===== src/rtl/systema_btn_if.sv =====
// ---------------------------------------------------------------------------
// systema_btn_if
//   Avalon-MM slave bus bundle for the systema button/switch PIO.
//
//   address    [1:0]   register select
//   chipselect         slave select
//   write_n            active-low write strobe
//   writedata  [31:0]  write data
//   readdata   [31:0]  registered read data (1-clock latency)
//
//   modport master : interconnect / bus driver side
//   modport slave  : PIO side
// ---------------------------------------------------------------------------
interface systema_btn_if;
    logic [1:0]  address;
    logic        chipselect;
    logic        write_n;
    logic [31:0] writedata;
    logic [31:0] readdata;

    modport master (
        output address,
        output chipselect,
        output write_n,
        output writedata,
        input  readdata
    );

    modport slave (
        input  address,
        input  chipselect,
        input  write_n,
        input  writedata,
        output readdata
    );
endinterface


===== src/rtl/systema_btn_pio.sv =====
// ---------------------------------------------------------------------------
// systema_btn_pio
//   Parametrised Avalon-MM input PIO for push-buttons and switches.
//   in_port is synchronised, optionally debounced per bit, edge-detected with
//   a per-bit rising/falling select, and captured into a write-1-to-clear
//   register. irq is the OR of captured edges under the interrupt mask.
//
//   Optional feature macro: SYSTEMA_BTN_DEBOUNCE_EN
//     defined   : per-bit debounce, DEBOUNCE_CYCLES stable clocks to accept
//     undefined : stable state follows the synchroniser output directly
//
//   Ports
//     clk       system clock
//     reset_n   asynchronous active-low reset
//     bus       Avalon-MM slave (address, chipselect, write_n, writedata,
//               readdata)
//     in_port   raw asynchronous button inputs [WIDTH-1:0]
//     irq       level interrupt, active high
//
//   Register map (bits above WIDTH read 0, writes to them are ignored)
//     0 DATA         RO   debounced stable state
//     1 EDGE_SEL     RW   per bit: 0 = rising, 1 = falling
//     2 IRQ_MASK     RW
//     3 EDGE_CAPTURE W1C
// ---------------------------------------------------------------------------
module systema_btn_pio #(
    parameter int WIDTH           = 2,
    parameter int SYNC_STAGES     = 2,
    parameter int DEBOUNCE_CYCLES = 50000
) (
    input  logic             clk,
    input  logic             reset_n,
    systema_btn_if.slave     bus,
    input  logic [WIDTH-1:0] in_port,
    output logic             irq
);

    // Elaboration-time parameter range checks.
    if (WIDTH < 1 || WIDTH > 32) begin : g_bad_width
        $error("systema_btn_pio: WIDTH must be 1..32");
    end
    if (SYNC_STAGES < 2 || SYNC_STAGES > 4) begin : g_bad_sync
        $error("systema_btn_pio: SYNC_STAGES must be 2..4");
    end
    if (DEBOUNCE_CYCLES < 1) begin : g_bad_deb
        $error("systema_btn_pio: DEBOUNCE_CYCLES must be >= 1");
    end

    localparam logic [1:0] ADDR_DATA     = 2'd0;
    localparam logic [1:0] ADDR_EDGE_SEL = 2'd1;
    localparam logic [1:0] ADDR_IRQ_MASK = 2'd2;
    localparam logic [1:0] ADDR_CAPTURE  = 2'd3;

    logic [WIDTH-1:0] sync_q [SYNC_STAGES];
    logic [WIDTH-1:0] sync;
    logic [WIDTH-1:0] stable;
    logic [WIDTH-1:0] prev_q;
    logic [WIDTH-1:0] edge_sel_q;
    logic [WIDTH-1:0] irq_mask_q;
    logic [WIDTH-1:0] edge_capture_q;
    logic [WIDTH-1:0] det;
    logic [WIDTH-1:0] wdata;
    logic [31:0]      rd_mux;
    logic             wr;

    assign wr    = bus.chipselect && !bus.write_n;
    assign wdata = bus.writedata[WIDTH-1:0];

    // ---------------------------------------------------------------- sync
    // NOTE: sequential state uses non-blocking assignments so every flop
    // samples the pre-edge value of its neighbour; blocking here would
    // collapse the chain into a single stage.
    // NOTE: each stage is an individual flop (not RAM), so the whole array is
    // cleared by reset.
    always_ff @(posedge clk or negedge reset_n) begin
        if (!reset_n) begin
            for (int s = 0; s < SYNC_STAGES; s++) sync_q[s] <= '0;
        end else begin
            sync_q[0] <= in_port;
            for (int s = 1; s < SYNC_STAGES; s++) sync_q[s] <= sync_q[s-1];
        end
    end

    assign sync = sync_q[SYNC_STAGES-1];

    // ------------------------------------------------------------ debounce
`ifdef SYSTEMA_BTN_DEBOUNCE_EN
    localparam int CW = $clog2(DEBOUNCE_CYCLES + 1);
    // The counter value seen on the accepting clock; the increment on that
    // clock would make it DEBOUNCE_CYCLES, so it is replaced by the clear.
    localparam logic [CW-1:0] CNT_LAST = CW'(DEBOUNCE_CYCLES - 1);

    logic [CW-1:0]    cnt_q [WIDTH];
    logic [WIDTH-1:0] stable_q;

    always_ff @(posedge clk or negedge reset_n) begin
        if (!reset_n) begin
            for (int i = 0; i < WIDTH; i++) cnt_q[i] <= '0;
            stable_q <= '0;
        end else begin
            for (int i = 0; i < WIDTH; i++) begin
                if (sync[i] == stable_q[i]) begin
                    cnt_q[i] <= '0;                   // glitch discarded
                end else if (cnt_q[i] == CNT_LAST) begin
                    stable_q[i] <= sync[i];           // change accepted
                    cnt_q[i]    <= '0;
                end else begin
                    // Never exceeds CNT_LAST, so it cannot wrap.
                    cnt_q[i] <= cnt_q[i] + CW'(1);
                end
            end
        end
    end

    assign stable = stable_q;
`else
    assign stable = sync;
`endif

    // ------------------------------------------------------ edge detection
    assign det = ( stable & ~prev_q &  ~edge_sel_q)
               | (~stable &  prev_q &   edge_sel_q);

    // ----------------------------------------------------------- registers
    always_ff @(posedge clk or negedge reset_n) begin
        if (!reset_n) begin
            prev_q         <= '0;
            edge_sel_q     <= '0;
            irq_mask_q     <= '0;
            edge_capture_q <= '0;
        end else begin
            prev_q <= stable;
            if (wr && bus.address == ADDR_EDGE_SEL) edge_sel_q <= wdata;
            if (wr && bus.address == ADDR_IRQ_MASK) irq_mask_q <= wdata;
            // A new edge wins over a simultaneous write-1-to-clear.
            edge_capture_q <= (edge_capture_q &
                               ~((wr && bus.address == ADDR_CAPTURE) ? wdata : '0))
                            | det;
        end
    end

    // ----------------------------------------------------------- read path
    // NOTE: rd_mux gets a full default before the case so no path leaves it
    // unassigned, which would otherwise infer a latch.
    always_comb begin
        rd_mux = '0;
        unique case (bus.address)
            ADDR_DATA:     rd_mux[WIDTH-1:0] = stable;
            ADDR_EDGE_SEL: rd_mux[WIDTH-1:0] = edge_sel_q;
            ADDR_IRQ_MASK: rd_mux[WIDTH-1:0] = irq_mask_q;
            ADDR_CAPTURE:  rd_mux[WIDTH-1:0] = edge_capture_q;
        endcase
    end

    // readdata tracks the address every clock, regardless of chipselect.
    always_ff @(posedge clk or negedge reset_n) begin
        if (!reset_n) bus.readdata <= '0;
        else          bus.readdata <= rd_mux;
    end

    assign irq = |(edge_capture_q & irq_mask_q);

endmodule


===== src/flat_wrapper.sv =====
// flat-port wrapper written by rule: the top's interface ports become plain ports
module systema_btn_pio_flat 
#(
    parameter int WIDTH           = 2,
    parameter int SYNC_STAGES     = 2,
    parameter int DEBOUNCE_CYCLES = 50000
)
  (clk, reset_n, in_port, irq, bus_address, bus_chipselect, bus_write_n, bus_writedata, bus_readdata);
  systema_btn_if bus_i ();
  input  logic clk;
  input  logic reset_n;
  input  logic [WIDTH-1:0] in_port;
  output logic irq;
  input wire logic [$bits(bus_i.address)-1:0] bus_address;
  input wire logic [$bits(bus_i.chipselect)-1:0] bus_chipselect;
  input wire logic [$bits(bus_i.write_n)-1:0] bus_write_n;
  input wire logic [$bits(bus_i.writedata)-1:0] bus_writedata;
  output wire logic [$bits(bus_i.readdata)-1:0] bus_readdata;
  assign bus_i.address = bus_address;
  assign bus_i.chipselect = bus_chipselect;
  assign bus_i.write_n = bus_write_n;
  assign bus_i.writedata = bus_writedata;
  assign bus_readdata = bus_i.readdata;
  systema_btn_pio #(.WIDTH(WIDTH), .SYNC_STAGES(SYNC_STAGES), .DEBOUNCE_CYCLES(DEBOUNCE_CYCLES)) u_core (.clk(clk), .reset_n(reset_n), .bus(bus_i), .in_port(in_port), .irq(irq));
endmodule

===== config.mk =====
export PLATFORM = sky130hd
export DESIGN_NAME = systema_btn_pio_flat
export DESIGN_NICKNAME = d
export VERILOG_FILES = /design/src/rtl/systema_btn_if.sv /design/src/rtl/systema_btn_pio.sv /design/src/flat_wrapper.sv
export SDC_FILE = /design/constraint.sdc
export NUM_CORES = 1
export LEC_CHECK = 0
export ABC_AREA = 1
export CAP_MARGIN = 20
export CORE_ASPECT_RATIO = 0.75
export CORE_UTILIZATION = 30
export CTS_CLUSTER_DIAMETER = 50
export DETAILED_ROUTE_END_ITERATION = 10
export GPL_ROUTABILITY_DRIVEN = 0
export GPL_TIMING_DRIVEN = 0
export PLACE_DENSITY = 0.76
export SLEW_MARGIN = 20
export SYNTH_ARGS = -nofsm -noshare
export SYNTH_HDL_FRONTEND = slang
export SYNTH_SLANG_ARGS = --single-unit

===== constraint.sdc =====
create_clock -name clk -period 1.1 [get_ports clk]
set_clock_uncertainty 0.2 [all_clocks]
set_input_delay 0.22 -clock clk [delete_from_list [all_inputs] [get_ports clk]]
set_output_delay 0.22 -clock clk [all_outputs]
set_load 0.1 [all_outputs]

-- After elaboration in Yosys (flattened, before gate mapping)
Index checks and enable logic that the tools add are counted.
- equal/unequal tests: 3
- multiplexer cells: 2
- bitwise operators: 12
- reduce and logical (&&, ||, !) cells: 7
- operators with widths (operator ; count):
    $and 2x2->2 ; 6
    $not 2->2 ; 4
    $pmux 2 s4 ; 1
    $eq 2x2->1 const B ; 2
    $logic_and 1x1->1 ; 4
    $or 2x2->2 ; 2
    $eq 2x1->1 const B ; 1
    $logic_not 2->1 ; 1
    $mux 2 ; 1
    $reduce_or 2->1 ; 1
    $logic_not 1->1 ; 1
- register bits after elaboration: 14
- input port bits: 40
- word-level logic and storage cells: 31

-- Longest topological paths before layout
Gate-level depths: netlist of run 1.
- depth after elaboration: 7
- mapped depth: 6
- depth with buffers taken out: 5

-- Least setup slack after synthesis of run 1
Ideal clock, no wire load.
- path type: flip-flop to output port
- start point: register u_core.irq_mask_q[1]
- end point: output irq
- arrival time: 1.104 ns
- slack: -0.424 ns
- cell stages (with the launch flop): 2
- cell sequence: dfrtp_1 -> a22o_1
- longest elaborated chain between the ends: 2
- RTL lines (item ; RTL line ; source):
    from (decl) ; systema_btn_pio.sv:59 ; logic [WIDTH-1:0] irq_mask_q;
    from (signal assigned) ; systema_btn_pio.sv:134 ; if (wr && bus.address == ADDR_IRQ_MASK) irq_mask_q <= wdata;
    $and 2x2->2 ; systema_btn_pio.sv:161 ; assign irq = |(edge_capture_q & irq_mask_q);
    $reduce_or 2->1 ; systema_btn_pio.sv:161 ;
    to (decl) ; flat_wrapper.sv:13 ; output logic irq;
No other way between the ends.

-- Worst setup path in the final report of run 1
- start point: register u_core.edge_capture_q[1]
- end point: output irq
- longest elaborated chain between the ends: 2
- RTL lines (item ; RTL line ; source):
    from (decl) ; systema_btn_pio.sv:60 ; logic [WIDTH-1:0] edge_capture_q;
    from (signal assigned) ; systema_btn_pio.sv:136 ; edge_capture_q <= (edge_capture_q &
    $and 2x2->2 ; systema_btn_pio.sv:161 ;
    $reduce_or 2->1 ; systema_btn_pio.sv:161 ;
No other way between the ends.

==> results of run 1 <==
worst max-delay path: cells and delay by family, from the launching register on:
kind                   cells  cell delay (ns)
buffers and inverters      1             0.17
AO/OA/AOI/OAI              1             0.29
flip-flops                 1             0.39
layer usage:
layer	GRT usage	part of all wire	vias up
li1	-	-	325
met1	0.102	0.42	272
met2	0.163	0.52	23
met3	0.0212	0.053	2
met4	0.0455	0.012	0
met5	0	0	-
Yosys cell counts (all sizes together):
cell,count,area [um^2]
a22o,1,8.76
buf,32,248
conb,1,3.75
dfrtp,14,350
inv,10,42.5
nand2,15,61.3
nand3,8,40.0
nand3b,4,30.0
nand4,2,12.5
nor2,4,46.3
o21ai,4,20.0
report_power, final:
part,internal [mW],switching [mW]
Sequential,0.573,0.0414
Clock,0.317,0.183
Combinational,0.228,0.715
stage by stage:
step                      cells  TNS [ns]  setup WS [ns]
after global placement      170     -6.12         -0.951
after floorplan             124    -0.143         -0.143
after detailed placement    170     -6.81         -0.952
final                       176    -0.702         -0.418
after global routing        176    -0.759         -0.434
after CTS                   175    -0.703         -0.407
flip-flops by register name, summed over array words and instances (netlist names):
signal	count
u_core.sync_q	2
u_core.prev_q	2
u_core.irq_mask_q	2
u_core.edge_sel_q	2
u_core.stable	2
u_core.edge_capture_q	2
u_core.bus.readdata	2
cell type report:
| class | instances | area [um^2] | share of cell area |
|---|---|---|---|
| buffer | 32 | 248 | 0.205 |
| clock buffer | 4 | 55.1 | 0.0455 |
| inverter | 10 | 42.5 | 0.0352 |
| multi-input combinational | 68 | 338 | 0.280 |
| sequential | 14 | 353 | 0.292 |
| tap | 36 | 45.0 | 0.0373 |
| timing repair buffer | 12 | 128 | 0.106 |
worst min-delay path by stage:
stage / to / start
CTS: u_core.irq_mask_q[0]$_DFFE_PN0P_ / bus_address[0]
global route: u_core.sync_q[2]$_DFF_PN0_ / reset_n
floorplan: u_core.bus.readdata[0]$_DFF_PN0_ / reset_n
detailed placement: u_core.stable[1]$_DFF_PN0_ / u_core.sync_q[3]$_DFF_PN0_
finish: u_core.edge_capture_q[0]$_DFF_PN0_ / reset_n
global placement: u_core.stable[0]$_DFF_PN0_ / u_core.sync_q[2]$_DFF_PN0_
logic make-up (layout without fill, tap and decap cells):
family,count (synthesis),count (layout),share of synthesized area
AND/OR/NAND/NOR,33,33,0.220
flip-flops,14,14,0.406
AO/OA/AOI/OAI,5,5,0.0333
other,1,30,0.00434
buffers and inverters,42,58,0.336
what timing repair did:
action | CTS | global route
setup buffers | 1 | 1
resized for setup | 27 | 1
pin swaps | 1 | 1
setup endpoints to repair | 9 | 5
endpoints found under the hold margin | 0 | 14
==> summary.txt, run 1 <==
STA
  • Final setup violation count: 3
  • Worst slew margin: 0.583
  • RSZ-0062 raised after global routing: true
  • Max-slew violation count: 0
  • Fmax: 659 MHz
  • Hold slack: -0.226 ns
  • Pin slew with the least headroom to its limit: 0.624 ns
  • Final hold vios: 14
  • Setup ws final: -0.418 ns
  • Crit share post-route: 1.38
  • Crit path time final: 1.52 ns

Power
  • Pwr per Cell Area: 1700 nW/um^2
  • Tot Pwr: 2.06 mW
  • Leakage: 0.685 nW
  • Worst VDD drop: 0.000760 V

Run
  • # Max-Cap Violations: 0

CTS
  • CTS HTree Levels: 1
  • Worst-Skew Late Latency: 0.24 ns
  • CTS tree: built
  • CTS sink count: 14
  • CTS Buffer Depth: 2
  • CTS clk-pin slew, worst paths: 0.06 ns
  • Root Buffer: clkbuf_8
  • Post-CTS Hold Buffers: 0
  • CTS Buf Count: 3

Die
  • Die ar.: 3100 um^2
  • IO Pins: 73
  • Row count: 16
  • Chip height: 48.5 um
  • Die Wd: 63.9 um
  • Core footprint: 2660 um^2
  • Initial core utilization: 0.324

Global route
  • Total GRT Usage: 0.0918
  • First-pass GRT wire length: 2210 um
  • Largest net degree at the start of global routing: 15
  • Vias in the first global route: 542
  • Total gr overflow: 0
  • Initial antenna violation count: 0

Route
  • Wire length per cell: 7.93 um
  • Detailed-route DRC error count: 0
  • DRT Pass-1 Iters: 2
  • Vias per cell: 3.53
  • Initial DRC count: 3
  • Final WL: 1400 um
  • Antenna violation net count after detailed routing: 0
  • Via count: 622

Synthesis
  • Gate Count Post-Synth: 95
  • Post-Syn Area: 863 um^2
  • Syn Area/Cell: 9.09 um^2
  • Seq cells post-synth: 14
  • Seq/Total Area, Yosys: 0.406
  • Post-synth cell types: 16
  • Yosys warning count: 0

Cells and area
  • Design Area, Final: 1210 um^2
  • Fillers: 278
  • N_diodes: 0
  • Commonest non-fill, non-tap cell in the layout: buf_4
  • Commonest non-fill, non-tap cells in the layout: buf_4, conb_1, nand2_1
  • Area Growth Syn to Fin: 40.0%
  • Final Util: 0.454
  • Fraction of layout cells with a size suffix above 1: 0.371
  • # nets final: 181

Worst setup path
  • WP data arrival: 1.10 ns
  • Reg-to-Reg Start: u_core.irq_mask_q[1]$_DFFE_PN0P_
  • Crit path required time: 0.68 ns
  • CP Capture Type: output port
  • Worst Setup Start Kind: flop
  • Critical path launch point: u_core.edge_capture_q[1]$_DFF_PN0_
  • Crit-path max FO: 2
  • Critical path's slowest cell: dfrtp_1
  • Worst path max stage delay: 0.39 ns
  • Sequence of cells on the critical path: a22o_2, buf_12
  • WS Path Type: reg -> out
  • Reg-to-Reg End: u_core.bus.readdata[1]$_DFF_PN0_
  • FF-to-FF setup slack: 0.09 ns
  • Worst Reg2Reg Path Length in Cells: 3
  • CP endpoint: irq

Placement
  • Port-buffer cells: 10
  • Placed cell area: 1120 um^2
  • Post-DP HPWL: 1110 um

Min path
  • Hold Crit Class: in -> async

Outcome
  • Failing checks: negative hold slack, negative setup slack
  • Status: finished with violations
(Power assumes the default switching activity.)
==> run 2, diff against run 1 <==
--- a/config.mk
+++ b/config.mk
@@ -8,12 +8,13 @@
 export ABC_AREA = 1
 export CAP_MARGIN = 20
 export CORE_ASPECT_RATIO = 0.75
-export CORE_UTILIZATION = 30
+export CORE_UTILIZATION = 32
 export CTS_CLUSTER_DIAMETER = 50
 export DETAILED_ROUTE_END_ITERATION = 10
 export GPL_ROUTABILITY_DRIVEN = 0
 export GPL_TIMING_DRIVEN = 0
-export PLACE_DENSITY = 0.76
+export PLACE_DENSITY = 0.8
+export SKIP_CTS_REPAIR_TIMING = 1
 export SLEW_MARGIN = 20
 export SYNTH_ARGS = -nofsm -noshare
 export SYNTH_HDL_FRONTEND = slang
==> run 2 against run 1 <==
  * The run ends with negative setup slack left
  * Non-clock buffer count is the same
  * Clock-buffer cell count did not move
  * Design area is 2.3% lower
  * Critical path depth unchanged
  * Register-to-register slack about the same
  * Combinational power decreased by 2%
  * First-iteration DRC count grew to 2.7 times the previous value
  * Via count fell by 1.6%
==> summary.txt, run 2 (synthesis gave the netlist of run 1 again) <==
Route
  • Initial DRC count: 8 (was 3)
  • DRT Pass-1 Iters: 3 (was 2)
  • Antenna violation net count after detailed routing: 0 (unchanged)
  • Via count: 612 (was 622)
  • Final WL: 1280 um (was 1400 um)
  • Vias per cell: 3.52 (was 3.53)
  • Detailed-route DRC error count: 0 (unchanged)
  • Wire length per cell: 7.35 um (was 7.93 um)

CTS
  • CTS clk-pin slew, worst paths: 0.07 ns (was 0.06 ns)
  • Worst-Skew Late Latency: 0.27 ns (was 0.24 ns)
  • CTS sink count: 14 (unchanged)
  • CTS HTree Levels: 1 (unchanged)
  • CTS tree: built (unchanged)
  • Root Buffer: clkbuf_4 (was clkbuf_8)
  • CTS Buf Count: 3 (unchanged)
  • CTS Buffer Depth: 2 (unchanged)

Power
  • Leakage: 0.677 nW (was 0.685 nW)
  • Pwr per Cell Area: 1550 nW/um^2 (was 1700 nW/um^2)
  • Tot Pwr: 1.83 mW (was 2.06 mW)
  • Worst VDD drop: 0.000910 V (was 0.000760 V)

Worst setup path
  • Worst Setup Start Kind: flop (unchanged)
  • WS Path Type: reg -> out (unchanged)
  • CP Capture Type: output port (unchanged)
  • WP data arrival: 1.13 ns (was 1.10 ns)
  • Crit-path max FO: 3 (was 2)
  • Crit path required time: 0.68 ns (about the same)
  • Worst Reg2Reg Path Length in Cells: 3 (unchanged)

Global route
  • Total GRT Usage: 0.105 (was 0.0918)
  • Total gr overflow: 0 (unchanged)
  • Initial antenna violation count: 0 (unchanged)
  • Vias in the first global route: 533 (was 542)
  • Largest net degree at the start of global routing: 15 (unchanged)
  • First-pass GRT wire length: 2140 um (was 2210 um)

Die
  • Chip height: 47.0 um (was 48.5 um)
  • Core footprint: 2420 um^2 (was 2660 um^2)
  • Die ar.: 2910 um^2 (was 3100 um^2)
  • Initial core utilization: 0.357 (was 0.324)
  • Row count: 15 (was 16)
  • IO Pins: 73 (unchanged)
  • Die Wd: 62.0 um (was 63.9 um)

STA
  • Final setup violation count: 3 (unchanged)
  • RSZ-0062 raised after global routing: true (unchanged)
  • Pin slew with the least headroom to its limit: 0.590 ns (was 0.624 ns)
  • Worst slew margin: 0.605 (was 0.583)
  • Final hold vios: 0 (was 14)
  • Setup ws final: -0.447 ns (was -0.418 ns)
  • Max-slew violation count: 0 (unchanged)
  • Crit path time final: 1.55 ns (was 1.52 ns)
  • Crit share post-route: 1.41 (was 1.38)
  • Fmax: 646 MHz (was 659 MHz)

Placement
  • Placed cell area: 1120 um^2 (about the same)
  • Port-buffer cells: 10 (unchanged)
  • Post-DP HPWL: 1080 um (was 1110 um)
  • Placed cells: 168 (was 170)

Cells and area
  • N_diodes: 0 (unchanged)
  • Post-Layout Cell Count: 174 (was 176)
  • Design Area, Final: 1180 um^2 (was 1210 um^2)
  • Area Growth Syn to Fin: 36.8% (was 40.0%)
  • # nets final: 181 (unchanged)
  • Fraction of layout cells with a size suffix above 1: 0.364 (was 0.371)
  • Commonest non-fill, non-tap cells in the layout: buf_4, conb_1, nand2_1 (unchanged)
  • Fillers: 243 (was 278)
  • Commonest non-fill, non-tap cell in the layout: buf_4 (unchanged)

Outcome
  • Failing checks: negative setup slack (was negative hold slack, negative setup slack)
  • Status: finished with violations (unchanged)

Run
  • # Max-Cap Violations: 0 (unchanged)

Min path
  • Hold Crit Class: in -> reg (was in -> async)
  • Hold path depth: 3
==> run 2: cell types whose count changed in the layout (fill, tap and decap cells not counted) <==
cell,delta
dlygate4sd2_1,-2
buf_6,-1
clkbuf_4,+3
clkbuf_1,+1
clkdlybuf4s50_1,+1
dlymetal6s2s_1,+1
buf_12,-1
clkbuf_8,-4
buf_8,+2
==> run 2: worst paths after layout <==
| path | endpoint | start | slack (ns) |
|---|---|---|---|
| max in group asynchronous | u_core.bus.readdata[1]$_DFF_PN0_ | reset_n | 0.16 |
| worst max-delay path | irq | u_core.irq_mask_q[1]$_DFFE_PN0P_ | -0.45 |
| worst min-delay path | u_core.bus.readdata[0]$_DFF_PN0_ | bus_address[0] | 0.06 |
| min in group asynchronous | u_core.edge_sel_q[0]$_DFFE_PN0P_ | reset_n | 0.12 |
| worst min register to register | u_core.stable[0]$_DFF_PN0_ | u_core.sync_q[2]$_DFF_PN0_ | 0.15 |
| worst max register to register | u_core.bus.readdata[1]$_DFF_PN0_ | u_core.edge_capture_q[1]$_DFF_PN0_ | 0.10 |
==> run 2: stage by stage <==
| step | TNS [ns] | hold slack [ns] | worst slack (ns) | util |
|---|---|---|---|---|
| after floorplan | -0.143 | -0.276 | -0.143 | - |
| after global placement | -5.97 | 0.132 | -0.950 | 0.462 |
| after detailed placement | -6.59 | 0.136 | -0.953 | 0.462 |
| after CTS | -3.44 | 0.0518 | -1.26 | 0.473 |
| after global routing | -0.916 | 0.0488 | -0.486 | 0.488 |
| final | -0.793 | 0.0571 | -0.447 | 0.488 |
==> run 2: layer usage <==
layer  vias up  track usage  wire length (um)
met1       253        0.115               513
met2        26        0.179               634
met4         0       0.0533                19
li1        329            -                 -
met3         4       0.0413               112
met5         -            0                 0
==> run 2: layout make-up <==
class | count | area, um^2 | area share
Tap cell | 34 | 42.5 | 0.0360
Timing Repair Buffer | 12 | 131 | 0.111
Buffer | 32 | 248 | 0.210
Multi-Input combinational cell | 68 | 338 | 0.286
Clock buffer | 4 | 26.3 | 0.0222
Inverter | 10 | 42.5 | 0.0360
Sequential cell | 14 | 353 | 0.299
==> run 2: critical path: stages, from the launching register on <==
cell and delay [ns]:
dfrtp_1 0.40, a22o_2 0.27, buf_6 0.18
==> run 2: power breakdown <==
part | internal, mW | switching, mW | leakage, nW
clock network | 0.141 | 0.149 | 0.0150
registers | 0.572 | 0.0430 | 0.161
logic | 0.218 | 0.707 | 0.501
total | 0.931 | 0.899 | 0.677
